==> config.mk <==
export PLATFORM = sky130hd
export DESIGN_NAME = n8_c2_multiplier_seq
export DESIGN_NICKNAME = d
export VERILOG_FILES = /design/src/rtl/n8_c2_multiplier_seq.sv
export SDC_FILE = /design/constraint.sdc
export NUM_CORES = 1
export LEC_CHECK = 0
export CORE_MARGIN = 10
export CORE_UTILIZATION = 53
export CTS_CLUSTER_DIAMETER = 60
export DETAILED_ROUTE_END_ITERATION = 8
export GPL_ROUTABILITY_DRIVEN = 1
export GPL_TIMING_DRIVEN = 0
export PLACE_DENSITY = 0.79
export SYNTH_ARGS = -nofsm -noshare
export SYNTH_HDL_FRONTEND = slang
export SYNTH_SLANG_ARGS = --single-unit
==> constraint.sdc <==
create_clock -name clock -period 3 [get_ports clock]
set_input_delay 0.3 -clock clock [delete_from_list [all_inputs] [get_ports clock]]
set_output_delay 0.3 -clock clock [all_outputs]
set_load 0.03 [all_outputs]
==> src/rtl/n8_c2_multiplier_seq.sv <==
// Sequential signed 8x8 -> 16 multiplier (shift-add on magnitudes, sign restored at the end).
// Optional macro N8_C2_MUL_EARLY_EXIT_EN: leave MUL as soon as the remaining multiplier bits are zero.
`timescale 1ns/1ps

module n8_c2_multiplier_seq (
  input  logic        clock,
  input  logic        reset_,
  input  logic        soc,
  input  logic [7:0]  x7_x0,
  input  logic [7:0]  y7_y0,
  output logic        eoc,
  output logic [15:0] p15_p0,
  output logic        ow
);

  typedef enum logic [1:0] {
    S_IDLE,
    S_MUL,
    S_FIX,
    S_WAIT
  } state_e;

  state_e      state_q, state_d;
  logic [7:0]  mcand_q, mcand_d;
  logic [7:0]  mq_q, mq_d;
  logic [15:0] acc_q, acc_d;
  logic [2:0]  cnt_q, cnt_d;
  logic        sgn_q, sgn_d;
  logic        eoc_q, eoc_d;
  logic [15:0] p_q, p_d;
  logic        ow_q, ow_d;

  logic [15:0] prod;
  logic        last_iter;

  // Two's complement negator used on the operands; 0x80 maps to 0x80, read as unsigned 128.
  function automatic logic [7:0] magnitude(input logic [7:0] v);
    return v[7] ? (~v + 8'd1) : v;
  endfunction

  // NOTE: every variable gets a default at the top of always_comb so no path can infer a latch.
  always_comb begin
    state_d   = state_q;
    mcand_d   = mcand_q;
    mq_d      = mq_q;
    acc_d     = acc_q;
    cnt_d     = cnt_q;
    sgn_d     = sgn_q;
    eoc_d     = eoc_q;
    p_d       = p_q;
    ow_d      = ow_q;
    prod      = sgn_q ? (~acc_q + 16'd1) : acc_q;
    last_iter = 1'b0;

    unique case (state_q)
      S_IDLE: begin
        if (soc) begin
          mcand_d = magnitude(x7_x0);
          mq_d    = magnitude(y7_y0);
          sgn_d   = x7_x0[7] ^ y7_y0[7];
          acc_d   = 16'd0;
          cnt_d   = 3'd0;
          eoc_d   = 1'b0;
          state_d = S_MUL;
        end
      end

      S_MUL: begin
        if (mq_q[0]) begin
          acc_d = acc_q + (16'(mcand_q) << cnt_q);
        end
        mq_d  = mq_q >> 1;
        cnt_d = cnt_q + 3'd1;
`ifdef N8_C2_MUL_EARLY_EXIT_EN
        last_iter = (cnt_q == 3'd7) || (mq_d == 8'd0);
`else
        last_iter = (cnt_q == 3'd7);
`endif
        if (last_iter) begin
          state_d = S_FIX;
        end
      end

      S_FIX: begin
        // Negating a zero accumulator wraps back to zero, so no special case is needed.
        p_d     = prod;
        ow_d    = (prod[15:8] != {8{prod[7]}});
        state_d = S_WAIT;
      end

      S_WAIT: begin
        if (!soc) begin
          eoc_d   = 1'b1;
          state_d = S_IDLE;
        end
      end

      default: begin
        state_d = S_IDLE;
      end
    endcase
  end

  // NOTE: sequential state is updated with non-blocking assignments only, so every flop
  // samples the pre-edge value of its neighbours regardless of statement order.
  always_ff @(posedge clock or negedge reset_) begin
    if (!reset_) begin
      state_q <= S_IDLE;
      mcand_q <= 8'd0;
      mq_q    <= 8'd0;
      acc_q   <= 16'd0;
      cnt_q   <= 3'd0;
      sgn_q   <= 1'b0;
      eoc_q   <= 1'b1;
      p_q     <= 16'd0;
      ow_q    <= 1'b0;
    end else begin
      state_q <= state_d;
      mcand_q <= mcand_d;
      mq_q    <= mq_d;
      acc_q   <= acc_d;
      cnt_q   <= cnt_d;
      sgn_q   <= sgn_d;
      eoc_q   <= eoc_d;
      p_q     <= p_d;
      ow_q    <= ow_d;
    end
  end

  assign eoc    = eoc_q;
  assign p15_p0 = p_q;
  assign ow     = ow_q;

endmodule

Word level (Yosys, flattened, before mapping)
Index checks and enable logic that the tools add are counted.
- flip-flop bits (word level): 56
- input port bits: 19
- output and inout bits: 18
- add/sub/neg operators: 5
- equal/unequal tests: 9
- shifts and indexed selects: 1
- multiplexer cells: 17
- bitwise operators: 4
- reduce and logical (&&, ||, !) cells: 8
- operators with widths (operator ; number):
    $mux W16 ; 3
    $pmux W16 S2 ; 1
    $mux W8 ; 3
    $add A16 B1 Y16 const B ; 1
    $add A16 B16 Y16 ; 1
    $add A8 B1 Y8 const B ; 2
    $not A16 Y16 ; 1
    $not A8 Y8 ; 2
    $pmux W8 S2 ; 1
    $shl A8 B3 Y16 ; 1
    $reduce_and A3 Y1 ; 3
    $ne A2 B2 Y1 const B ; 4
    $ne A8 B8 Y1 ; 1
    $pmux W2 S4 ; 1
    $mux W2 ; 3
    $pmux W3 S2 ; 1
    $eq A2 B2 Y1 const B ; 2
    $reduce_and A2 Y1 ; 2
    $reduce_bool A2 Y1 ; 2
    $add A3 B1 Y3 const B ; 1
    $eq A3 B3 Y1 const B ; 1
    $mux W3 ; 1
    $eq A2 B1 Y1 const B ; 1
    $logic_not A2 Y1 ; 1
    other kinds (3) ; 4

Depth between registers and ports, before layout
- depth in word-level cells: 5
- mapped depth: 13
- depth with buffers taken out: 12

Worst setup path before layout
OpenSTA, ideal clock, no wires.
- kind: reg2reg
- start point: register cnt_q[1]
- end point: register acc_q[15]
- setup time: 0.070 ns
- data arrival time: 3.168 ns
- data required time: 2.930 ns
- setup slack: -0.238 ns
- cell stages (with the launch flop): 14
- period minus slack after synthesis: 3.238 ns
- cells stage by stage: dfrtp_1 clkbuf_1 clkbuf_1 mux2i_1 o21ai_0 nand2_1 o21ai_0 ha_1 a2111oi_0 inv_1 o2111ai_1 a21oi_1 or4b_2 nand3_1
- word-level cells in the longest chain between the ends: 4
- RTL lines (item ; RTL line ; source):
    from (decl) ; 27 ; logic [2:0] cnt_q, cnt_d;
    from (signal assigned) ; 122 ; cnt_q <= cnt_d;
    $shl A8 B3 Y16 ; 70 ; acc_d = acc_q + (16'(mcand_q) << cnt_q);
    $add A16 B16 Y16 ; 70 ;
    $mux W16 ; 69 ; if (mq_q[0]) begin
    $pmux W16 S2 ; 55 ; unique case (state_q)
    to (signal assigned) ; 111 ; acc_q <= 16'd0;
    to (signal assigned) ; 121 ; acc_q <= acc_d;
    to (decl) ; 26 ; logic [15:0] acc_q, acc_d;
No other way between the ends. The select of a mux whose other input is x is not followed.
A chain may end at the register's enable or synchronous reset.

Worst setup path in the final report
Same ends and word-level chain as after synthesis.

==> results.cfg <==
[detailed_routing]
drc_errors = 0
vias = 3769
first_pass_iters = 4
first_iter_violations = 191
viasPerCell = 5.81
wirelength_um = 9890
ant_nets = 0
drt-wirelength-per-cell_um = 15.2

[grt]
grt_use_total_pct = 16.4
grt_pass1_vias = 3566
globalRouteMet3Util_pct = 2.83
grt_util_met2_pct = 28.6
use_met1_pct = 19.3
grt.overflow.total = 0
antenna_found_initial = 0
grt_max_degree = 41
top_usage_layer = met2
grt_pass1_wl_um = 16200

[clock_network]
clk_pin_slew_ns = 0.11
cts_tree = yes
cts_max_level = 2
clkLatencyLatePin_ns = 0.32
root_buffer = clkbuf_8
cts_buffer_depth = 2
numCtsBuffers = 5
clkSinkCount = 56

[worst_setup_path]
r2r-end = acc_q[15]
worst-path-buf-inv = 1
cp_cell_sequence = clkbuf_16 > mux2i_1 > mux2_2 > a21oi_1 > ha_1 > a21oi_1 > nand2_1 > nor2_1 > a21oi_2 > or4b_4 > nand3_2
r2r_setup_slack_ns = 0.06
rr_worst_depth = 11
crit_required_ns = 3.25
end_kind = register
r2r-start = cnt_q[1]
worst_path_largest_cell_delay_ns = 0.49
slowest_stage = or4b_4
path_common_cell = a21oi_1
criticalPathCategory = register to register
worstPathMaxFanout = 8
cp_top_family = simple AND/OR/NAND/NOR gates
cp.arrival_ns = 3.19
startpoint_type = register

[synthesis]
syn_area_per_cell_um2 = 8.51
syn_area_mm2 = 0.00421
synth-adder-area-share_pct = 7.90
synth_seq_cells = 56
synth_compound_area_share_pct = 21.8
synth_top_cell_by_area = dfrtp_1
synth.distinct_cells = 61
syn-num-nets = 540
synthTopCellsByArea = dfrtp_1 33%, ha_1 7.4%, o21ai_0 5.2%
muxShareOfSynthArea_pct = 5.23
async_flop_share_pct = 100
synth_edf_count = 0
syn-instance-count = 495
synthFlopType = dfrtp_1
synthSimpleGateAreaFrac_pct = 20.7
ys_warn_count = 0
synth_xor_area_share_pct = 6.24
synth_top_family_by_area = compound AO/OA/AOI/OAI gates
yosysTopAreaCellShare_pct = 32.7
yosysSeqAreaShare_pct = 33.3

[final_layout]
drive_gt1_share_pct = 13.9
nets = 591
mostFrequentLayoutCells = 53 x dfrtp_1, 52 x nand2_1, 40 x o21ai_0, 35 x nor2_1, 33 x clkdlybuf4s50_1
syn2layout_area_growth_pct = 19.8
num_antenna_cells = 0
mostFrequentLayoutCell = dfrtp_1

[pwr]
seqPwrFrac_pct = 25.7
power_frac_clock_pct = 8.6
ir_worst_vdd_v = 0.000401
power.density_mw_per_mm2 = 990
p_sw_uw = 2400
internal_power_uw = 2600
power_uw = 5000
comb_power_share_pct = 65.7
netSwitchingFraction_pct = 48.0
p_leak_uw = 0.00220

[sta]
fin_crit_sh_pct = 98.0
holdWs_ns = 0.433
worst_pin_slew_ns = 0.837
period_minus_slack_ns = 2.94
rsz0062_at_grt = true
finalMaxSlewViolations = 0
finalSetupViolations = 0
finalClockSkew_ns = 0.00739
timing.fmax_mhz = 340
max-slew-margin-rel_pct = 43.8
hold_viol_final = 0

[die]
die_w_um = 109
num_io_pins = 37
dieArea_mm2 = 0.0119
coreArea_mm2 = 0.00773
start_util_pct = 54.5
die_y_um = 109
rows = 32

[status]
status = complete, no violations

[min_path]
whs_endpoint = sgn_q
hold_depth = 3
min_from = x7_x0[7]
hold_class = input port to register

[place]
gp_congestion = 0.876
hpwl_um = 7410
portBuffers = 34

[job]
maxCapViolations = 0
## metal layers
| metal | wire length (um) | share of wire (%) |
|---|---|---|
| met2 | 4720 | 48 |
| met4 | 373 | 3.8 |
| met5 | 0 | 0 |
| met3 | 479 | 4.8 |
| met1 | 4320 | 44 |
## power groups by stage
stage / logic (uW) / clock network, uW / registers (uW)
6_report: 3280 / 430 / 1280
3_3_place_gp: 2930 / 0 / 1260
3_5_place_dp: 3020 / 0 / 1270
2_1_floorplan: 2050 / 0 / 1450
5_1_grt: 3620 / 465 / 1320
4_1_cts: 3130 / 443 / 1270
## layout make-up
class	count	area, um^2
Clock buffer	5	68.8
Multi-Input combinational cell	388	2750
Sequential cell	56	1410
Fill cell	631	2680
Clock inverter	3	21.3
Tap cell	102	128
Inverter	18	67.6
Buffer	30	155
Timing Repair Buffer	47	452
## per-stage QoR
| stage | util [%] | TNS (ns) | cell area (um^2) | cells | setup WS (ns) |
|---|---|---|---|---|---|
| floorplan | - | 0 | 4220 | 495 | 0.0167 |
| global placement | 60.7 | -4.76 | 4690 | 631 | -0.313 |
| finish | 65.3 | 0 | 5040 | 649 | 0.0608 |
| detailed placement | 60.9 | -1.54 | 4710 | 632 | -0.383 |
| global route | 65.3 | -0.0613 | 5040 | 649 | -0.0389 |
| CTS | 63.7 | -0.203 | 4920 | 645 | -0.0979 |
## how the worst max path moves through the flow
| stage | from | to | slack [ns] | cells past startpoint |
|---|---|---|---|---|
| after global placement | cnt_q[1] | acc_q[15] | -0.31 | 13 |
| final | cnt_q[1] | acc_q[15] | 0.06 | 11 |
| after CTS | cnt_q[1] | acc_q[15] | -0.1 | 14 |
| after floorplan | cnt_q[1] | acc_q[15] | 0.02 | 13 |
| after detailed placement | cnt_q[1] | acc_q[15] | -0.38 | 13 |
| after global routing | cnt_q[1] | acc_q[10] | -0.04 | 9 |
## tightest hold or removal path: stages
cell and delay [ns]:
clkbuf_1 0.17, xnor2_1 0.17, o21ai_0 0.07
## cell families after synthesis
family / Yosys count
mux: 21
xor+xnor: 30
simple gates: 172
flops: 56
fa+ha+maj: 26
buf+inv: 51
compound gates: 139
## synth_stat cells, types with 4 or more instances
library cell  count
o22ai_1           4
nor3b_1           5
clkbuf_1         26
xor2_1           18
xnor2_1          12
a21o_1            5
nand4_1           6
inv_1            18
a211oi_1          4
nand3_1          13
o31ai_1           8
o21ai_0          44
nand2b_1         10
nor2b_1           6
ha_1             25
nand2_1          52
nor4b_1           6
mux2_2            8
buf_2             4
mux2i_1          13
a21oi_1          34
nor2_1           35
dfrtp_1          55
or3_1             9
and3_1            4
nor3_1            8
a21boi_0          4
## sequential cells by signal, summed over array words and instances, names as in the netlist
name / count
acc_q: 16
eoc: 1
mq_q: 8
cnt_q: 3
mcand_q: 8
sgn_q: 1
p15_p0: 16
ow: 1
state_q: 2
## repair_timing
item / in CTS / in global routing
setup buffers: 5 / 6
endpoints found under the hold margin: 16 / 0
endpoints found under the setup margin: 7 / 7
pin swaps: 8 / 10
hold buffers: 1 / 0
resized for setup: 21 / 27
Note: power is estimated with default switching activity, not from simulation.
